[src/rtl/pipeline_ctrl.sv]
// pipeline_ctrl: central stall/flush controller for the 5-stage pipeline.
// Ports:
//   CLK, nRST (async, active-low)
//   ihit, dhit            : instruction / data memory hit
//   exmem_dREN/dWEN       : MEM-stage memory request
//   idex_dREN, idex_wsel  : EX-stage load and its destination
//   ifid_rs/rt/uses_rt    : ID-stage source registers
//   pc_redirect, halt_wb  : taken branch/jump in EX, halt at MEM/WB
//   pc_en, *_en, *_flush  : latch and PC controls (combinational)
//   halted                : sticky halt status
//   stall_cnt, flush_cnt  : saturating performance counters
module pipeline_ctrl #(
    parameter int CNT_W = 32
) (
    input  logic             CLK,
    input  logic             nRST,
    input  logic             ihit,
    input  logic             dhit,
    input  logic             exmem_dREN,
    input  logic             exmem_dWEN,
    input  logic             idex_dREN,
    input  logic [4:0]       idex_wsel,
    input  logic [4:0]       ifid_rs,
    input  logic [4:0]       ifid_rt,
    input  logic             ifid_uses_rt,
    input  logic             pc_redirect,
    input  logic             halt_wb,
    output logic             pc_en,
    output logic             ifid_en,
    output logic             ifid_flush,
    output logic             idex_en,
    output logic             idex_flush,
    output logic             exmem_en,
    output logic             exmem_flush,
    output logic             memwb_en,
    output logic             halted,
    output logic [CNT_W-1:0] stall_cnt,
    output logic [CNT_W-1:0] flush_cnt
);

    typedef enum logic [1:0] {
        RUN   = 2'd0,
        DWAIT = 2'd1,
        HALT  = 2'd2
    } state_t;

    state_t state;
    state_t state_n;

    logic mem_req;
    logic mem_ok;
    logic lu_haz;
    logic fe_adv;
    logic be_adv;
    logic hold;
    logic do_redir;
    logic do_bub;
    logic do_norm;
    logic do_be;
    logic stall_inc;
    logic flush_inc;

    assign mem_req = exmem_dREN | exmem_dWEN;
    assign mem_ok  = !mem_req | dhit;

    // $0 is hardwired zero, so a load targeting it never hazards
    assign lu_haz = idex_dREN
                  & (idex_wsel != 5'd0)
                  & ((idex_wsel == ifid_rs)
                    | (ifid_uses_rt & (idex_wsel == ifid_rt)));

    assign fe_adv = ihit & mem_ok;
    assign be_adv = mem_ok & (ihit | dhit);

    // Halt (current or arriving) freezes everything
    assign hold = (state == HALT) | halt_wb;

    // Mutually exclusive action selects; redirect squashes the
    // hazarding instruction so it beats the load-use bubble
    assign do_redir = !hold & fe_adv & pc_redirect;
    assign do_bub   = !hold & fe_adv & !pc_redirect & lu_haz;
    assign do_norm  = !hold & fe_adv & !pc_redirect & !lu_haz;
    assign do_be    = !hold & !fe_adv & be_adv;

    always_comb begin
        pc_en       = 1'b0;
        ifid_en     = 1'b0;
        ifid_flush  = 1'b0;
        idex_en     = 1'b0;
        idex_flush  = 1'b0;
        exmem_en    = 1'b0;
        exmem_flush = 1'b0;
        memwb_en    = 1'b0;
        unique case (1'b1)
            do_redir: begin
                pc_en      = 1'b1;
                ifid_en    = 1'b1;
                ifid_flush = 1'b1;
                idex_en    = 1'b1;
                idex_flush = 1'b1;
                exmem_en   = 1'b1;
                memwb_en   = 1'b1;
            end
            do_bub: begin
                idex_en    = 1'b1;
                idex_flush = 1'b1;
                exmem_en   = 1'b1;
                memwb_en   = 1'b1;
            end
            do_norm: begin
                pc_en    = 1'b1;
                ifid_en  = 1'b1;
                idex_en  = 1'b1;
                exmem_en = 1'b1;
                memwb_en = 1'b1;
            end
            do_be: begin
                // Bubble into EX/MEM so the held EX
                // instruction is not issued twice
                exmem_en    = 1'b1;
                exmem_flush = 1'b1;
                memwb_en    = 1'b1;
            end
            default: begin
            end
        endcase
    end

    always_comb begin
        state_n = state;
        unique case (state)
            RUN:     if (mem_req && !dhit) state_n = DWAIT;
            DWAIT:   if (dhit) state_n = RUN;
            HALT:    state_n = HALT;
            default: state_n = RUN;
        endcase
        if (halt_wb) state_n = HALT;
    end

    assign stall_inc = !hold & !pc_en;
    assign flush_inc = do_redir;

    always_ff @(posedge CLK or negedge nRST) begin
        if (!nRST) begin
            state     <= RUN;
            halted    <= 1'b0;
            stall_cnt <= '0;
            flush_cnt <= '0;
        end else begin
            state <= state_n;
            if (halt_wb) halted <= 1'b1;
            if (stall_inc && (stall_cnt != '1))
                stall_cnt <= stall_cnt + CNT_W'(1);
            if (flush_inc && (flush_cnt != '1))
                flush_cnt <= flush_cnt + CNT_W'(1);
        end
    end

endmodule

[config.mk]
export PLATFORM = sky130hd
export DESIGN_NAME = pipeline_ctrl
export DESIGN_NICKNAME = d
export VERILOG_FILES = /design/src/rtl/pipeline_ctrl.sv
export SDC_FILE = /design/constraint.sdc
export NUM_CORES = 1
export LEC_CHECK = 0
export CORE_ASPECT_RATIO = 1.2
export CORE_MARGIN = 2
export CORE_UTILIZATION = 45
export CTS_BUF_LIST = sky130_fd_sc_hd__clkbuf_4
export DETAILED_ROUTE_END_ITERATION = 12
export GPL_TIMING_DRIVEN = 0
export HOLD_SLACK_MARGIN = 0.06
export PLACE_DENSITY = 0.82
export SLEW_MARGIN = 20
export SYNTH_ARGS = -nofsm -noshare
export SYNTH_HDL_FRONTEND = slang
export SYNTH_SLANG_ARGS = --single-unit
[constraint.sdc]
create_clock -name CLK -period 2.24 [get_ports CLK]
set_input_delay 0.448 -clock CLK [delete_from_list [all_inputs] [get_ports CLK]]
set_output_delay 0.448 -clock CLK [all_outputs]
set_load 0.01 [all_outputs]
==> results of run 1 <==
critical path, delay by kind of cell:
| kind | cells | cell delay, ns |
|---|---|---|
| xor gates and xnor gates | 1 | 0.17 |
| muxes | 1 | 0.31 |
| buffers and inverters | 4 | 0.58 |
| AOI/OAI and AO/OA | 2 | 0.66 |
| and+or+nand+nor | 2 | 0.43 |
per-layer routing:
metal / share of wire [%] / global-route usage [%]
met3: 4.7 / 3.59
met5: 0 / 0
met2: 52 / 37.9
met1: 40 / 27.1
met4: 2.9 / 11.0
cell type report:
class | count | area (um^2)
clock buffer | 9 | 67.6
timing repair buffer | 120 | 1120
clock inverter | 7 | 35.0
multi-input combinational | 268 | 2020
fill | 581 | 2530
buffer | 6 | 60.1
sequential | 67 | 1680
inverter | 7 | 28.8
tap | 92 | 115
path summary, 6_finish.rpt:
path | startpoint | endpoint | slack, ns | cells after the start
worst max-delay path | idex_wsel[2] | stall_cnt[1] | -0.03 | 10
worst max register to register | stall_cnt[8] | stall_cnt[6] | 0.05 | 8
worst min register to register | halted | halted | 0.49 | 1
max in group asynchronous | nRST | stall_cnt[27] | 1.25 | 3
worst min-delay path | dhit | state[0] | 0.34 | 2
min in group asynchronous | nRST | flush_cnt[20] | 0.46 | 2
kinds of logic (layout without fill, tap and decap cells):
logic type               count (synthesis)  in the layout  share of synthesized area, %
adder cells (fa/ha/maj)                  2              2                         0.707
multiplexers                             3              3                         0.954
AO/OA/AOI/OAI                           17             17                          4.13
XOR/XNOR                                68             68                          16.8
buffers and inverters                   16            149                          2.37
AND/OR/NAND/NOR                        178            178                          27.7
flip-flops                              67             67                          47.3
stage by stage:
| stage | setup TNS, ns | hold slack, ns | setup slack, ns | util, % |
|---|---|---|---|---|
| CTS | -0.00934 | 0.335 | -0.00934 | 64.1 |
| finish | -0.0903 | 0.337 | -0.0345 | 66.9 |
| detailed placement | -35.84 | 0.404 | -0.791 | 60.6 |
| global route | -1.90 | 0.360 | -0.135 | 66.9 |
| floorplan | 0 | 0.152 | 0.0220 | - |
| global placement | -130.14 | 0.457 | -1.47 | 60.4 |
synthesized netlist by cell type, drive strengths merged:
master   number
o211ai        1
a31oi         2
o41a          1
nor3         26
nor4b         2
o31a          1
nand4b        2
inv           7
or4           1
a2111oi       1
nor2         28
nand4        24
o21bai        2
xnor2        18
o21a          2
xor2         50
or3           1
or2           2
buf           6
mux2          3
a32oi         1
and4          5
dfrtp        67
a21oi         1
nand3        23
ha            2
a21o          1
and2          6
nor4         10
clkbuf        3
o21ai         2
and3          9
o31ai         1
nand2        37
nor3b         2
o21ba         1
power by group:
group	internal, mW	total [mW]	switching (mW)	leakage [nW]
Clock	0.210	0.660	0.450	0.0519
Sequential	1.26	1.33	0.0689	0.872
Combinational	0.192	0.343	0.151	1.27
Total	1.66	2.33	0.670	2.20
state kept, by name, summed over array words and instances, names as in the netlist:
| signal | count |
|---|---|
| flush_cnt | 32 |
| stall_cnt | 32 |
| state | 2 |
| halted | 1 |
timing repair:
item	4_1_cts	5_1_grt
gates resized for setup	77	57
endpoints found under the hold margin	28	0
gates cloned	1	0
setup buffers	13	7
hold buffers	1	0
setup endpoints to repair	53	62
pin swaps	15	19
==> results_dict.tcl, run 1 <==
set metrics [dict create \
    cts_tree "built" \
    first_iter_violations 145 \
    max_slew_margin_pct 62.8 \
    synth_area_per_cell_um2 10.1 \
    worstSetupPathType "input port to flip-flop" \
    die_x_um 85.0 \
    run_status "finished, violations left" \
    dr.pass1.iters 5 \
    cts_max_path_buffers 2 \
    cts_buffers 9 \
    grt_first_pass_wirelength_mm 15.1 \
    ant_nets 0 \
    path_clk_slew_ns 0.11 \
    grt_start_max_net_pins 40 \
    gr-total-overflow 0 \
    ys_seq_area_share_pct 47.3 \
    dp.cells 541 \
    port_buffers 97 \
    synth.distinct_cells 42 \
    antenna_cells 0 \
    p_leak_nw 2.20 \
    core_area_um2 7660 \
    end_kind "flip-flop" \
    area_growth_pct 44.9 \
    place.gp.congestion 0.901 \
    insertion_delay_ns 0.44 \
    yosysWarnings 0 \
    max_freq_mhz 440 \
    hpwl_mm 6.52 \
    hold_violations 0 \
    power_density_nw_per_um2 454 \
    crit_path_top_delay_cell "o41a_1" \
    synthesis.area_um2 3540 \
    crit_top_cell "buf_6" \
    violations "negative setup slack" \
    final_cell_mix "clkdlybuf4s50_1 (69), dfrtp_1 (66), xor2_1 (48)" \
    drive_above_1_share_pct 21.9 \
    cts.root.buffer_cell "clkbuf_4" \
    fin_ws_ns -0.0345 \
    crit_arrival_ns 2.60 \
    maxCapViolCount 0 \
    min_period_ns 2.27 \
    antenna_found_initial 0 \
    fin_cells 576 \
    critPathMaxStageDelay_ns 0.49 \
    row_count 35 \
    die_y_um 101 \
    dieArea_um2 8600 \
    synth.area.top_cells "dfrtp_1 (47%), xor2_1 (12%), xnor2_1 (4.5%), nand4_1 (4.2%), nand2_1 (3.9%)" \
    yosys.area.top_type "dfrtp_1" \
    skew_ns 0.00920 \
    place_area_um2 4640 \
    initial_core_util_pct 46.2 \
    routedWlPerCell_um 16.8 \
    crit_path_start_kind "input port" \
    ir_worst_vdd_mv 0.461 \
    post-route-period-util_pct 102 \
    yosys.area.top_type_share_pct 47.3 \
    path_cells "buf_8 > xor2_2 > nor4_2 > a32oi_2 > buf_4 > buf_6 > o41a_1 > buf_6 > nor2_4 > mux2_4" \
    fin_total_pwr_mw 2.33 \
    first_global_vias 3197 \
    layout_commonest_cell "clkdlybuf4s50_1" \
    synth_cells 351 \
    drt-total-wl_mm 9.70 \
    syn_nets 378 \
    vias 3229 \
    grt_setup_unrepaired "true" \
    fin_area_um2 5130 \
    ios 98 \
    grt.total_usage_pct 22.1 \
    tightest_slew_ns 0.553 \
    ys_seq_elements 67 \
    numClockSinks 67 \
    drc 0 \
    finalMaxSlewViolations 0 \
    cp_max_fo 5 \
    setup_viol_count_final 6 \
    htreeDepth 3 \
    crit_required_ns 2.57 \
    via_per_inst 5.61 \
    final_net_count 506 \
    hp-class "input port to flip-flop" \
]
No activity file was read; power rests on OpenSTA's default activity.
==> run 2: changes to the inputs <==
Settings changed: CORE_UTILIZATION 45 to 54, PLACE_DENSITY 0.82 to 0.91, TNS_END_PERCENT set to 20.
Clock period 2.24 ns to 2.7 ns, I/O delays scaled along.
==> run 2 against run 1 <==
The flow now finishes without violations. Critical path depth fell by 2. Clock-buffer cell count did not move. Sequential share of layout area rose by 2.0 points. Register-to-register slack improved by 0.13 ns. Critical path type is now input port to output pin. Clock skew rose by 0.0075 ns. Via count rose by 0.25%. Largest power group unchanged.
==> results_dict.tcl, run 2 (synthesized netlist as in run 1, its figures left out) <==
set metrics [dict create \
    run_status "finished, final reports clean" \
    cts_tree "built" \
    antenna_found_initial 0 \
    power_density_nw_per_um2 399 \
    critPathMaxStageDelay_ns 0.51 \
    grt.total_usage_pct 25.5 \
    grt_first_pass_wirelength_mm 14.7 \
    power.share.clock_pct 29.8 \
    p_int_mw 1.37 \
    crit_arrival_ns 2.15 \
    post-route-period-util_pct 99.5 \
    nFillCells 451 \
    drive_above_1_share_pct 11.4 \
    hpwl_mm 6.38 \
    crit_top_cell "buf_4" \
    row_count 32 \
    final_cell_mix "clkdlybuf4s50_1 (83), dfrtp_1 (67), xor2_1 (49)" \
    insertion_delay_ns 0.42 \
    reg2reg_slack_ns 0.18 \
    worstSetupPathType "input port to output pin" \
    numClockSinks 67 \
    reg_top3 "flush_cnt (32), stall_cnt (32), state (2)" \
    ir_worst_vdd_mv 0.299 \
    min_period_ns 2.69 \
    hp-start "dhit" \
    max_slew_margin_pct 56.6 \
    p_sw_mw 0.556 \
    sw_frac_of_total_pct 28.9 \
    max_freq_mhz 372 \
    first_global_vias 3241 \
    die_x_um 77.9 \
    dieArea_um2 7220 \
    worstHoldPathCells 2 \
    cts.root.buffer_cell "clkbuf_4" \
    routedWlPerCell_um 16.6 \
    ant_nets 0 \
    antenna_cells 0 \
    first_iter_violations 172 \
    power_frac_seq_pct 57.4 \
    crit_required_ns 2.16 \
    place.gp.congestion 0.911 \
    die_y_um 92.7 \
    initial_core_util_pct 55.3 \
    crit_path_top_delay_cell "clkdlybuf4s50_1" \
    r2r_end "stall_cnt[17]" \
    critPathBufInv 6 \
    maxCapViolCount 0 \
    crit_path_start_kind "input port" \
    vias 3237 \
    layout_commonest_cell "clkdlybuf4s50_1" \
    drc 0 \
    worst_path_dominant_cell_family "buffers and inverters" \
    cts_max_path_buffers 2 \
    core_area_um2 6410 \
    finalMaxSlewViolations 0 \
    finalSetupTns_ns 0 \
    end_kind "output pin" \
    tightest_slew_ns 0.650 \
    fin_cells 557 \
    ff2ff_path_depth 8 \
    gr-total-overflow 0 \
    setup_viol_count_final 0 \
    skew_ns 0.0167 \
    drt-total-wl_mm 9.23 \
    port_buffers 97 \
    dp.cells 534 \
    path_cells "clkdlybuf4s50_1 > inv_1 > a2111oi_4 > buf_4 > buf_4 > o31a_1 > buf_4 > clkbuf_2" \
    worstSetupStartpoint "ihit" \
    area_growth_pct 36.3 \
    power_frac_comb_pct 12.8 \
    final_net_count 494 \
    grt_start_max_net_pins 49 \
    cp_max_fo 3 \
    ios 98 \
    via_per_inst 5.81 \
    htreeDepth 3 \
    r2r-start "stall_cnt[4]" \
    hold_path_end "state[0]" \
    grt_setup_unrepaired "true" \
    cts_buffers 9 \
    hp-class "input port to flip-flop" \
    p_leak_nw 2.09 \
    path_clk_slew_ns 0.11 \
    hold_violations 0 \
    dr.pass1.iters 5 \
]
[run 2: per-layer routing]
metal / up-vias / GRT usage (%) / routed length [um]
met3: 27 / 5.65 / 560
met2: 162 / 44.6 / 4850
met1: 1574 / 29.7 / 3540
li1: 1474 / - / -
met5: - / 0 / 0
met4: 0 / 11.7 / 274
[run 2: power by group through the flow]
stage / clock, mW / combinational (mW) / sequential, mW
6_report: 0.573 / 0.245 / 1.11
3_5_place_dp: 0 / 0.241 / 1.12
5_1_grt: 0.623 / 0.267 / 1.11
2_1_floorplan: 0 / 0.0602 / 1.13
3_3_place_gp: 0 / 0.230 / 1.12
4_1_cts: 0.570 / 0.244 / 1.10
[run 2: area by class of cell]
class,instances,area [um^2],share of cell area [%]
multi-input cells,268,1810,37.6
flip-flops and latches,67,1680,34.8
repair buffers,105,1030,21.4
well taps,85,106,2.20
clock buffers,9,67.6,1.40
plain buffers,9,57.6,1.19
clock inverters,7,45.0,0.934
inverters,7,26.3,0.545
[run 2: what timing repair did]
action                     CTS  global route
pin swaps                    5             5
buffers inserted             4             2
hold buffers                 1             0
hold endpoints to repair    19             0
setup endpoints to repair    7            14
resized for setup           11            18
[run 2: worst max path at each step]
stage	endpoint	cells after the start	slack, ns
floorplan	stall_cnt[1]	7	0.39
global placement	stall_cnt[25]	1	-1.06
detailed placement	pc_en	7	-0.50
CTS	pc_en	7	-0.18
global route	idex_flush	8	-0.08
finish	pc_en	8	0.01
[run 2: per-stage QoR]
stage,instance area [um^2],setup slack (ns),hold WS (ns),util [%],total power [mW]
global placement,4620,-1.06,0.454,72.1,1.35
global route,4820,-0.0800,0.351,75.3,2.00
detailed placement,4640,-0.504,0.438,72.5,1.36
finish,4820,0.0147,0.346,75.3,1.92
CTS,4790,-0.182,0.486,74.8,1.92
floorplan,3540,0.390,0.244,-,1.19
